File: config.mk
export PLATFORM = sky130hd
export DESIGN_NAME = uart_rx_param
export DESIGN_NICKNAME = d
export VERILOG_FILES = /design/src/rtl/uart_rx_param.sv
export SDC_FILE = /design/constraint.sdc
export NUM_CORES = 1
export LEC_CHECK = 0
export BUFFER_PORTS_ARGS = -buffer_cell sky130_fd_sc_hd__buf_2
export CORE_MARGIN = 4
export CORE_UTILIZATION = 58
export CTS_CLUSTER_SIZE = 28
export DETAILED_ROUTE_END_ITERATION = 8
export PLACE_DENSITY = 0.77
export SLEW_MARGIN = 20
export SYNTH_ARGS = -nofsm -noshare
export SYNTH_HDL_FRONTEND = slang
export SYNTH_SLANG_ARGS = --single-unit
File: constraint.sdc
create_clock -name clk -period 2.3 [get_ports clk]
set_clock_uncertainty 0.05 [all_clocks]
set_input_delay 0.575 -clock clk [delete_from_list [all_inputs] [get_ports clk]]
set_output_delay 0.575 -clock clk [all_outputs]
set_load 0.02 [all_outputs]
File: src/rtl/uart_rx_param.sv
// Parametrised UART receiver: 2-flop synchroniser, 3-sample majority voting,
// glitch-rejecting start detection, optional parity, error pulses, valid/ready output.
module uart_rx_param #(
    parameter int CLKS_PER_BIT = 434,
    parameter int DATA_BITS    = 8,
    parameter int PARITY       = 0
) (
    input  logic                 clk,
    input  logic                 reset,
    input  logic                 rxd,
    output logic [DATA_BITS-1:0] rx_data,
    output logic                 rx_valid,
    input  logic                 rx_ready,
    output logic                 frame_err,
    output logic                 parity_err,
    output logic                 overrun,
    output logic                 busy
);
    localparam int CW   = $clog2(CLKS_PER_BIT);
    localparam int BW   = $clog2(DATA_BITS);
    localparam int HALF = CLKS_PER_BIT / 2;

    localparam logic [CW-1:0] CNT_LAST = CW'(CLKS_PER_BIT - 1);
    localparam logic [CW-1:0] CNT_S0   = CW'(HALF - 1);
    localparam logic [CW-1:0] CNT_S1   = CW'(HALF);
    localparam logic [CW-1:0] CNT_RES  = CW'(HALF + 1);
    localparam logic [BW-1:0] BIT_LAST = BW'(DATA_BITS - 1);

    typedef enum logic [2:0] {S_IDLE, S_START, S_DATA, S_PARITY, S_STOP} state_t;

    state_t                state_q, state_d;
    logic                  sync1_q, sync1_d, sync2_q, sync2_d;
    logic [CW-1:0]         cnt_q, cnt_d;
    logic [BW-1:0]         bit_idx_q, bit_idx_d;
    logic [DATA_BITS-1:0]  shift_q, shift_d;
    logic                  samp0_q, samp0_d, samp1_q, samp1_d;
    logic                  par_err_q, par_err_d;
    logic [DATA_BITS-1:0]  rx_data_q, rx_data_d;
    logic                  rx_valid_q, rx_valid_d;
    logic                  frame_err_q, frame_err_d;
    logic                  parity_err_q, parity_err_d;
    logic                  overrun_q, overrun_d;

    logic rxd_s, maj, at_wrap, at_res, par_expect;

    assign rxd_s      = sync2_q;
    assign maj        = (samp0_q & samp1_q) | (samp0_q & rxd_s) | (samp1_q & rxd_s);
    assign at_wrap    = (cnt_q == CNT_LAST);
    assign at_res     = (cnt_q == CNT_RES);
    assign par_expect = (PARITY == 2) ? ~^shift_q : ^shift_q;

    always_comb begin
        state_d      = state_q;
        sync1_d      = rxd;
        sync2_d      = sync1_q;
        cnt_d        = cnt_q;
        bit_idx_d    = bit_idx_q;
        shift_d      = shift_q;
        samp0_d      = samp0_q;
        samp1_d      = samp1_q;
        par_err_d    = par_err_q;
        rx_data_d    = rx_data_q;
        rx_valid_d   = rx_valid_q;
        frame_err_d  = 1'b0;
        parity_err_d = 1'b0;
        overrun_d    = 1'b0;

        if (rx_valid_q && rx_ready) begin
            rx_valid_d = 1'b0;
        end

        if (state_q != S_IDLE) begin
            cnt_d = at_wrap ? '0 : cnt_q + 1'b1;
            if (cnt_q == CNT_S0) samp0_d = rxd_s;
            if (cnt_q == CNT_S1) samp1_d = rxd_s;
        end

        case (state_q)
            S_IDLE: begin
                cnt_d = '0;
                if (!rxd_s) state_d = S_START;
            end
            S_START: begin
                // A start bit that votes high at mid-bit was only a glitch.
                if (at_res && maj) begin
                    state_d = S_IDLE;
                    cnt_d   = '0;
                end else if (at_wrap) begin
                    state_d   = S_DATA;
                    bit_idx_d = '0;
                end
            end
            S_DATA: begin
                if (at_res) shift_d = {maj, shift_q[DATA_BITS-1:1]};
                if (at_wrap) begin
                    if (bit_idx_q == BIT_LAST) begin
                        state_d = (PARITY != 0) ? S_PARITY : S_STOP;
                    end else begin
                        bit_idx_d = bit_idx_q + 1'b1;
                    end
                end
            end
            S_PARITY: begin
                if (at_res)  par_err_d = (maj != par_expect);
                if (at_wrap) state_d   = S_STOP;
            end
            S_STOP: begin
                // Finish at mid stop bit so the next start edge is never missed.
                if (at_res) begin
                    state_d = S_IDLE;
                    cnt_d   = '0;
                    if (!maj) begin
                        frame_err_d = 1'b1;
                    end else if ((PARITY != 0) && par_err_q) begin
                        parity_err_d = 1'b1;
                    end else if (!rx_valid_q || rx_ready) begin
                        rx_data_d  = shift_q;
                        rx_valid_d = 1'b1;
                    end else begin
                        overrun_d = 1'b1;
                    end
                end
            end
            default: state_d = S_IDLE;
        endcase
    end

    always_ff @(posedge clk or posedge reset) begin
        if (reset) begin
            state_q      <= S_IDLE;
            sync1_q      <= 1'b1;
            sync2_q      <= 1'b1;
            cnt_q        <= '0;
            bit_idx_q    <= '0;
            shift_q      <= '0;
            samp0_q      <= 1'b1;
            samp1_q      <= 1'b1;
            par_err_q    <= 1'b0;
            rx_data_q    <= '0;
            rx_valid_q   <= 1'b0;
            frame_err_q  <= 1'b0;
            parity_err_q <= 1'b0;
            overrun_q    <= 1'b0;
        end else begin
            state_q      <= state_d;
            sync1_q      <= sync1_d;
            sync2_q      <= sync2_d;
            cnt_q        <= cnt_d;
            bit_idx_q    <= bit_idx_d;
            shift_q      <= shift_d;
            samp0_q      <= samp0_d;
            samp1_q      <= samp1_d;
            par_err_q    <= par_err_d;
            rx_data_q    <= rx_data_d;
            rx_valid_q   <= rx_valid_d;
            frame_err_q  <= frame_err_d;
            parity_err_q <= parity_err_d;
            overrun_q    <= overrun_d;
        end
    end

    assign rx_data    = rx_data_q;
    assign rx_valid   = rx_valid_q;
    assign frame_err  = frame_err_q;
    assign parity_err = parity_err_q;
    assign overrun    = overrun_q;
    assign busy       = (state_q != S_IDLE);

endmodule

# == Word level (Yosys, flattened, before mapping) ==
# Cells that the tools add are included.
# word_totals
elab_cells,80
register_bits,38
input_bits,4
out_inout_bits,13
# classes
reduce_logical,13
n_addsub,2
n_mux,30
n_eq_ne,18
n_bitwise,5
# op_table
operator,count
$mux 9,4
$mux 3,11
$eq 9x8->1 const B,3
$pmux 9 s3,1
$ne 2x2->1 const B,8
$pmux 3 s5,1
$mux 1,12
$add 9x1->9 const B,1
$eq 9x9->1 const B,1
$eq 3x2->1 const B,2
$eq 3x3->1 const B,2
$pmux 3 s2,1
$reduce_and 2->1,3
$reduce_and 6->1,1
$reduce_and 5->1,1
$reduce_and 4->1,1
$add 3x1->3 const B,1
$and 1x1->1,3
$eq 3x1->1 const B,1
$logic_not 3->1,1
$ne 3x3->1 const B,1
$reduce_bool 3->1,1
$logic_and 1x1->1,2
$or 1x1->1,2
other kinds (3),3

# == Longest topological paths before layout ==
# Gate-level depths: netlist of the first run.
# logic_depth
word_depth,6
mapped_depth,6
depth_no_buf,6

# == Least setup slack after synthesis of the first run ==
# OpenSTA, ideal clock, no wires.
# synth_timing
kind,register -> register
startpoint,reg cnt_q[0]
endpoint,reg rx_data_q[0] (netlist: rx_data[0])
synth_period_minus_slack_ns,1.912
arrival_ns,1.737
path_stages_with_launch,7
path_buffers,0
required_ns,2.125
setup_ns,0.125
path_slack_ns,0.388
path_cell_list,dfrtp_1 inv_1 ha_1 and4bb_2 nand3_4 nor3b_4 mux2_2
# synth_between
elab_chain_len,2
# synth_lines
element,line_no,text
from (decl),33,"logic [CW-1:0] cnt_q, cnt_d;"
from (signal assigned),148,cnt_q <= cnt_d;
$eq 9x8->1,49,assign at_res = (cnt_q == CNT_RES);
$reduce_and 4->1 (no source line),n/a,
to (signal assigned),154,rx_data_q <= rx_data_d;
to (decl),38,"logic [DATA_BITS-1:0] rx_data_q, rx_data_d;"
# No other way between the ends.
# A chain may end at the register's enable or synchronous reset.

# == Final worst setup path of the first run ==
# layout_timing
startpoint,reg cnt_q[0]
endpoint,reg rx_data_q[5] (netlist: rx_data[5])
# Same word-level chain as after synthesis.

==> results of run 1 <==
==> logic make-up (layout without fill, tap and decap cells) <==
family	after synthesis	after routing
AND/OR/NAND/NOR	49	49
other	1	1
adder cells (fa/ha/maj)	7	7
AO/OA/AOI/OAI	19	19
buffers and inverters	12	34
multiplexers	19	19
flip-flops	38	38
XOR/XNOR	7	7
==> power by group through the flow <==
stage	clock, W	combinational (W)	sequential [W]
floorplan	0	0.0000128	0.000685
global placement	0	0.0000175	0.000685
detailed placement	0	0.0000183	0.000685
CTS	0.000368	0.0000183	0.000672
global route	0.000406	0.0000210	0.000673
finish	0.000359	0.0000171	0.000672
==> cell usage in the layout (no fill, tap or decap), drive strengths merged, types with 2 or more instances in the layout <==
cell / synthesis / final
nor3: 4 / 4
nor2: 12 / 12
nand3: 7 / 7
nor2b: 2 / 2
o21ai: 4 / 4
dfrtp: 34 / 34
xor2: 2 / 2
buf: 5 / 19
dfstp: 4 / 4
inv: 7 / 7
nand2: 6 / 6
or3: 2 / 2
a22o: 2 / 2
xnor2: 5 / 5
clkbuf: 0 / 6
nand4: 2 / 2
mux2: 19 / 19
ha: 6 / 6
nor4: 2 / 2
and4bb: 2 / 2
and2: 2 / 2
a21oi: 5 / 5
o221ai: 2 / 2
nor3b: 3 / 3
o211ai: 2 / 2
==> per-layer routing <==
| metal | share of wire (%) | vias to the layer above | GRT usage [%] | wire length (µm) |
|---|---|---|---|---|
| li1 | - | 583 | - | - |
| met1 | 48 | 574 | 23.06 | 1470 |
| met2 | 47 | 23 | 27.48 | 1460 |
| met3 | 3.6 | 5 | 4.378 | 112 |
| met4 | 1.2 | 0 | 6.739 | 36 |
| met5 | 0 | - | 0 | 0 |
==> flip-flops by register name, indices dropped and copies added, names as in the netlist <==
register and cells:
overrun 1, bit_idx_q 3, frame_err 1, cnt_q 9, rx_data 8, rx_valid 1
shift_q 8, state_q 3, rxd_s 1, samp1_q 1, sync1_q 1, samp0_q 1
==> cells in the mapped netlist (2+ instances only) <==
master     n  area [µm²]
inv_1      7       26.28
xnor2_1    5       43.79
nor4_1     2       12.51
o211ai_1   2       15.01
mux2_2    19       214.0
a22o_1     2       17.52
o221ai_1   2       17.52
xor2_1     2       17.52
nand2_1    6       22.52
nor2_1    12       45.04
a21oi_1    5       25.02
and2_1     2       12.51
nand4_1    2       12.51
nor3b_1    2       15.01
nand3_1    5       25.02
o21ai_0    4       20.02
nor3_1     3       15.01
dfrtp_1   34       850.8
nor2b_1    2       12.51
or3_1      2       12.51
buf_2      4       20.02
ha_1       6       75.07
and4bb_2   2       25.02
dfstp_2    4       105.1
==> metrics by stage <==
stage	worst slack (ns)	hold slack (ns)	total power, W
after floorplan	0.3883	0.2952	0.0006974
after detailed placement	0.1590	0.2968	0.0007031
after CTS	0.1406	0.2668	0.001058
after global routing	0.04424	0.2434	0.001100
after global placement	0.2632	0.2965	0.0007023
final	0.1494	0.2640	0.001049
==> worst reg2reg max path, stage by stage (launching register included) <==
cell	delay, ns
dfrtp_1	0.43
inv_1	0.14
ha_1	0.17
and4bb_2	0.31
nand3_4	0.12
nor3b_4	0.42
mux2_2	0.40
==> worst paths after layout <==
path | end | slack [ns] | cells after the start
max | rx_data[5] | 0.15 | 6
min | shift_q[0] | 0.26 | 3
max reg2reg | rx_data[5] | 0.15 | 6
min reg2reg | rxd_s | 0.31 | 0
max in group asynchronous | samp1_q | 1.59 | 3
min in group clk | sync1_q | 0.27 | 1
==> layout make-up <==
class | count | area (µm²)
sequential | 38 | 955.9
fill | 219 | 867.1
multi-input combinational | 102 | 795.8
timing repair buffer | 19 | 105.1
clock buffer | 6 | 51.30
tap | 31 | 38.79
inverter | 7 | 26.28
clock inverter | 2 | 12.51
==> impl_metrics.toml, run 1 <==
[die]
core_area_um2 = 2853
die_w_um = 63.80
dieArea_um2 = 4070
rows = 19
start_util_pct = 63.29
num_io_pins = 17
die_h_um = 63.80

[grt]
antenna_found_initial = 0
grt_start_max_net_pins = 39
grt_overflow = 0
grt_pass1_vias = 1234
grt_usage_pct = 17.37
grt_pass1_wl_um = 5561

[clock_network]
hold_buffers = 0
clk_latency_ns = 0.34
post_cts_resized = 0
cts_sinks = 38
cts_htree_levels = 2
ctsRootBufferMaster = "clkbuf_4"
numCtsBuffers = 5
clockBufferDepth = 2
cts_tree = "done"
post_cts_buffers = 0
cts.clk_slew.worst_paths_ns = 0.11

[synthesis]
ys_seq_area_share_pct = 52.95
synth_area_um2 = 1805
yosys.area_share.adder_pct = 4.712
synth_warnings = 0
syn_nets = 162
synthMuxAreaShare_pct = 11.85
synth_xor_area_share_pct = 3.396
synth_cells = 152
synth_top_family_by_area = "simple AND/OR/NAND/NOR gates"
async_flop_share_pct = 100.0
yosys.area_share.simple_pct = 16.91
synth_compound_area_share_pct = 6.999
ys.flop_type = "dfrtp_1"
synth_edf_count = 0
synth.avg_cell_area_um2 = 11.88
ys_ff_latch = 38
yosysUniqueCellTypes = 40

[power_and_ir_drop]
peakVddDrop_mv = 0.4949
switching_power_w = 0.0002270
power_density_nw_per_um2 = 528.0
p_clk_share_pct = 34.3
leakage_nw = 0.9555
p_seq_share_pct = 64.1
p_sw_share_pct = 21.65
p_comb_share_pct = 1.6
p_int_w = 0.0008215

[timing]
final-setup-viol-count = 0
drv_slew = 0
rsz0062_at_grt = "false"
max_freq_ghz = 0.4650
setup_tns_ns = 0
finalHoldViolCount = 0
fin_crit_sh_pct = 93.50
period_minus_slack_ns = 2.151

[cells_and_area]
n_antenna_cell = 0
stdcell_area_um2 = 1986
area_delta_synth_final_pct = 9.979
stdcell_count = 205
finish.utilization_pct = 69.61
finalNetCount = 183
layout-drive-gt1-share_pct = 32.76

[critical_path]
crit_start = "cnt_q[0]"
path_max_fanout = 8
start_kind = "flop"
cp_top_family = "simple AND/OR/NAND/NOR gates"
crit_chain = "inv_1, ha_1, and4bb_2, nand3_4, nor3b_4, mux2_2"
worst_setup_path_end_kind = "flop"
slowest_stage = "dfrtp_1"
critical_path_class = "reg -> reg"
crit_arrival_ns = 2.32
critical_path_required_ns = 2.47
max_stage_delay_ns = 0.43
critical_path_buf_inv_count = 1
reg2reg_from = "cnt_q[0]"

[detailed_routing]
route.detailed.drc = 0
wire_per_inst_um = 15.01
drtIter0Drc = 40
drt_wl_total_um = 3078
viasPerCell = 5.780
drtPass1Iterations = 4
num_vias = 1185
ant_nets = 0

[placement]
port_buffers = 15
gp_congestion = 0.7955
placed_cell_area_um2 = 1922
placed_cells = 197
dp_hpwl_um = 2331

[flow_run]
cap_violations = 0

[worst_hold_path]
hp-class = "in -> async"

[status]
status = "finished clean"
(Power assumes the default switching activity.)
==> run 2: changes to the inputs <==
CORE_ASPECT_RATIO = 0.8   (was unset)
==> run 2 against run 1 <==
First-iteration DRC count up 130%. Combinational power hardly changed. Clock-buffer cell count did not move. Final cell count up 3.4%. Global-route usage up 1.5 points. Sequential power hardly changed. Worst setup slack lost 0.023 ns. Flip-flop and latch count is the same. Sequential share of layout area shrank 2.0 points. Critical path type unchanged.
==> impl_metrics.toml, run 2 (synthesis results as in run 1) <==
[timing]
max_freq_ghz = 0.4600
finalHoldViolCount = 0
period_minus_slack_ns = 2.174
setup_tns_ns = 0
drv_slew = 0
rsz0062_at_grt = "false"
final-setup-viol-count = 0
fin_crit_sh_pct = 94.52

[die]
rows = 17
die_h_um = 57.90
die_w_um = 70.38
core_area_um2 = 2872
num_io_pins = 17
dieArea_um2 = 4075
start_util_pct = 62.88

[placement]
placed_cell_area_um2 = 1931
port_buffers = 15
gp_congestion = 0.8796
dp_hpwl_um = 2363

[grt]
grt_overflow = 0
groute.layer.met2.usage_pct = 29.07
grt_pass1_vias = 1284
met1_usage_pct = 24.94
antenna_found_initial = 0
grt.busiest_layer = "met2"
grt_usage_pct = 18.83
grt.met3_usage_pct = 5.546
grt_start_max_net_pins = 39
grt_pass1_wl_um = 5940

[critical_path]
critical_path_required_ns = 2.42
crit_chain = "inv_1, ha_1, and4bb_2, nand3_4, nor3b_4, mux2_2"
start_kind = "flop"
worst_setup_path_end_kind = "flop"
reg2reg_from = "cnt_q[0]"
critical_path_buf_inv_count = 1
reg2reg_depth = 6
critical_path_class = "reg -> reg"
path_depth = 6
crit_arrival_ns = 2.30
reg2reg_to = "rx_data[5]"
max_stage_delay_ns = 0.46
path_max_fanout = 8
rrSetupSlack_ns = 0.13
cp_top_family = "simple AND/OR/NAND/NOR gates"
slowest_stage = "nor3b_4"

[clock_network]
post_cts_resized = 0
cts_sinks = 38
numCtsBuffers = 5
cts.clk_slew.worst_paths_ns = 0.07
cts_htree_levels = 2
hold_buffers = 0
ctsRootBufferMaster = "clkbuf_8"
clk_latency_ns = 0.29
cts_tree = "done"
post_cts_buffers = 0
clockBufferDepth = 2

[detailed_routing]
wire_per_inst_um = 15.84
drtPass1Iterations = 4
num_vias = 1200
drt_wl_total_um = 3358
drtIter0Drc = 91
ant_nets = 0
route.detailed.drc = 0
viasPerCell = 5.660

[power_and_ir_drop]
p_int_w = 0.001137
p_seq_share_pct = 48.8
peakVddDrop_mv = 0.3909
switching_power_w = 0.0002412
p_clk_share_pct = 50.0
power_density_nw_per_um2 = 664.7
leakage_nw = 0.9926
p_comb_share_pct = 1.3
p_sw_share_pct = 17.50

[cells_and_area]
n_antenna_cell = 0
layout-drive-gt1-share_pct = 32.76
regArea_um2 = 955.9
finish.utilization_pct = 72.20
largest_reg_flops = 9
stdcell_area_um2 = 2073
final_cell_mix = "dfrtp_1 (34), mux2_2 (19), buf_2 (15)"
top_register = "cnt_q"
multi_input_area_um2 = 795.8
fill_cells = 189
mostFrequentLayoutCell = "dfrtp_1"
area_delta_synth_final_pct = 14.83
finalNetCount = 183

[flow_run]
cap_violations = 0

[status]
status = "finished clean"

[worst_hold_path]
hold_depth = 0
holdPathEnd = "rxd_s"
hp-class = "reg -> reg"
hp-start = "sync1_q"
[run 2: changes by cell type in the layout (fill, tap and decap cells not counted), sizes merged]
cell and change:
bufinv +2, clkinv -1, clkinvlp -1
[run 2: how the worst max path moves through the flow]
| stage | start | to |
|---|---|---|
| 6_report | cnt_q[0] | rx_data[5] |
| 5_1_grt | cnt_q[0] | rx_data[0] |
| 4_1_cts | cnt_q[0] | rx_data[6] |
| 3_5_place_dp | cnt_q[0] | rx_data[6] |
| 3_3_place_gp | cnt_q[0] | rx_data[1] |
| 2_1_floorplan | cnt_q[0] | rx_data[0] |
[run 2: layout make-up]
class,count,area share (%)
clock buffer,6,3.983
clock inverter,2,2.897
inverter,7,1.267
multi-input combinational,102,38.38
sequential,38,46.11
tap,38,2.293
timing repair buffer,19,5.069
[run 2: stage by stage]
| step | hold slack (ns) | setup WS, ns | instances | total power (W) |
|---|---|---|---|---|
| 2_1_floorplan | 0.2952 | 0.3883 | 152 | 0.0006974 |
| 3_3_place_gp | 0.2991 | 0.2569 | 204 | 0.0007029 |
| 3_5_place_dp | 0.2995 | 0.1703 | 204 | 0.0007034 |
| 4_1_cts | 0.3102 | 0.1183 | 212 | 0.001392 |
| 5_1_grt | 0.3116 | 0.003716 | 212 | 0.001416 |
| 6_report | 0.3083 | 0.1261 | 212 | 0.001378 |
[run 2: power groups by stage]
stage	clock network (W)	logic, W	registers (W)
floorplan	0	0.0000128	0.000685
global placement	0	0.0000180	0.000685
detailed placement	0	0.0000183	0.000685
CTS	0.000702	0.0000183	0.000672
global route	0.000723	0.0000209	0.000672
finish	0.000688	0.0000174	0.000672
[run 2: worst register-to-register path: stages, from the launching register on]
cell,delay (ns)
dfrtp_1,0.42
inv_1,0.14
ha_1,0.15
and4bb_2,0.32
nand3_4,0.13
nor3b_4,0.46
mux2_2,0.39
[run 2: layer usage]
metal  vias up  routed length [µm]
met5         -                   0
met4         0                  70
met3         9                 169
met2        31                1555
met1       576                1563
li1        584                   -
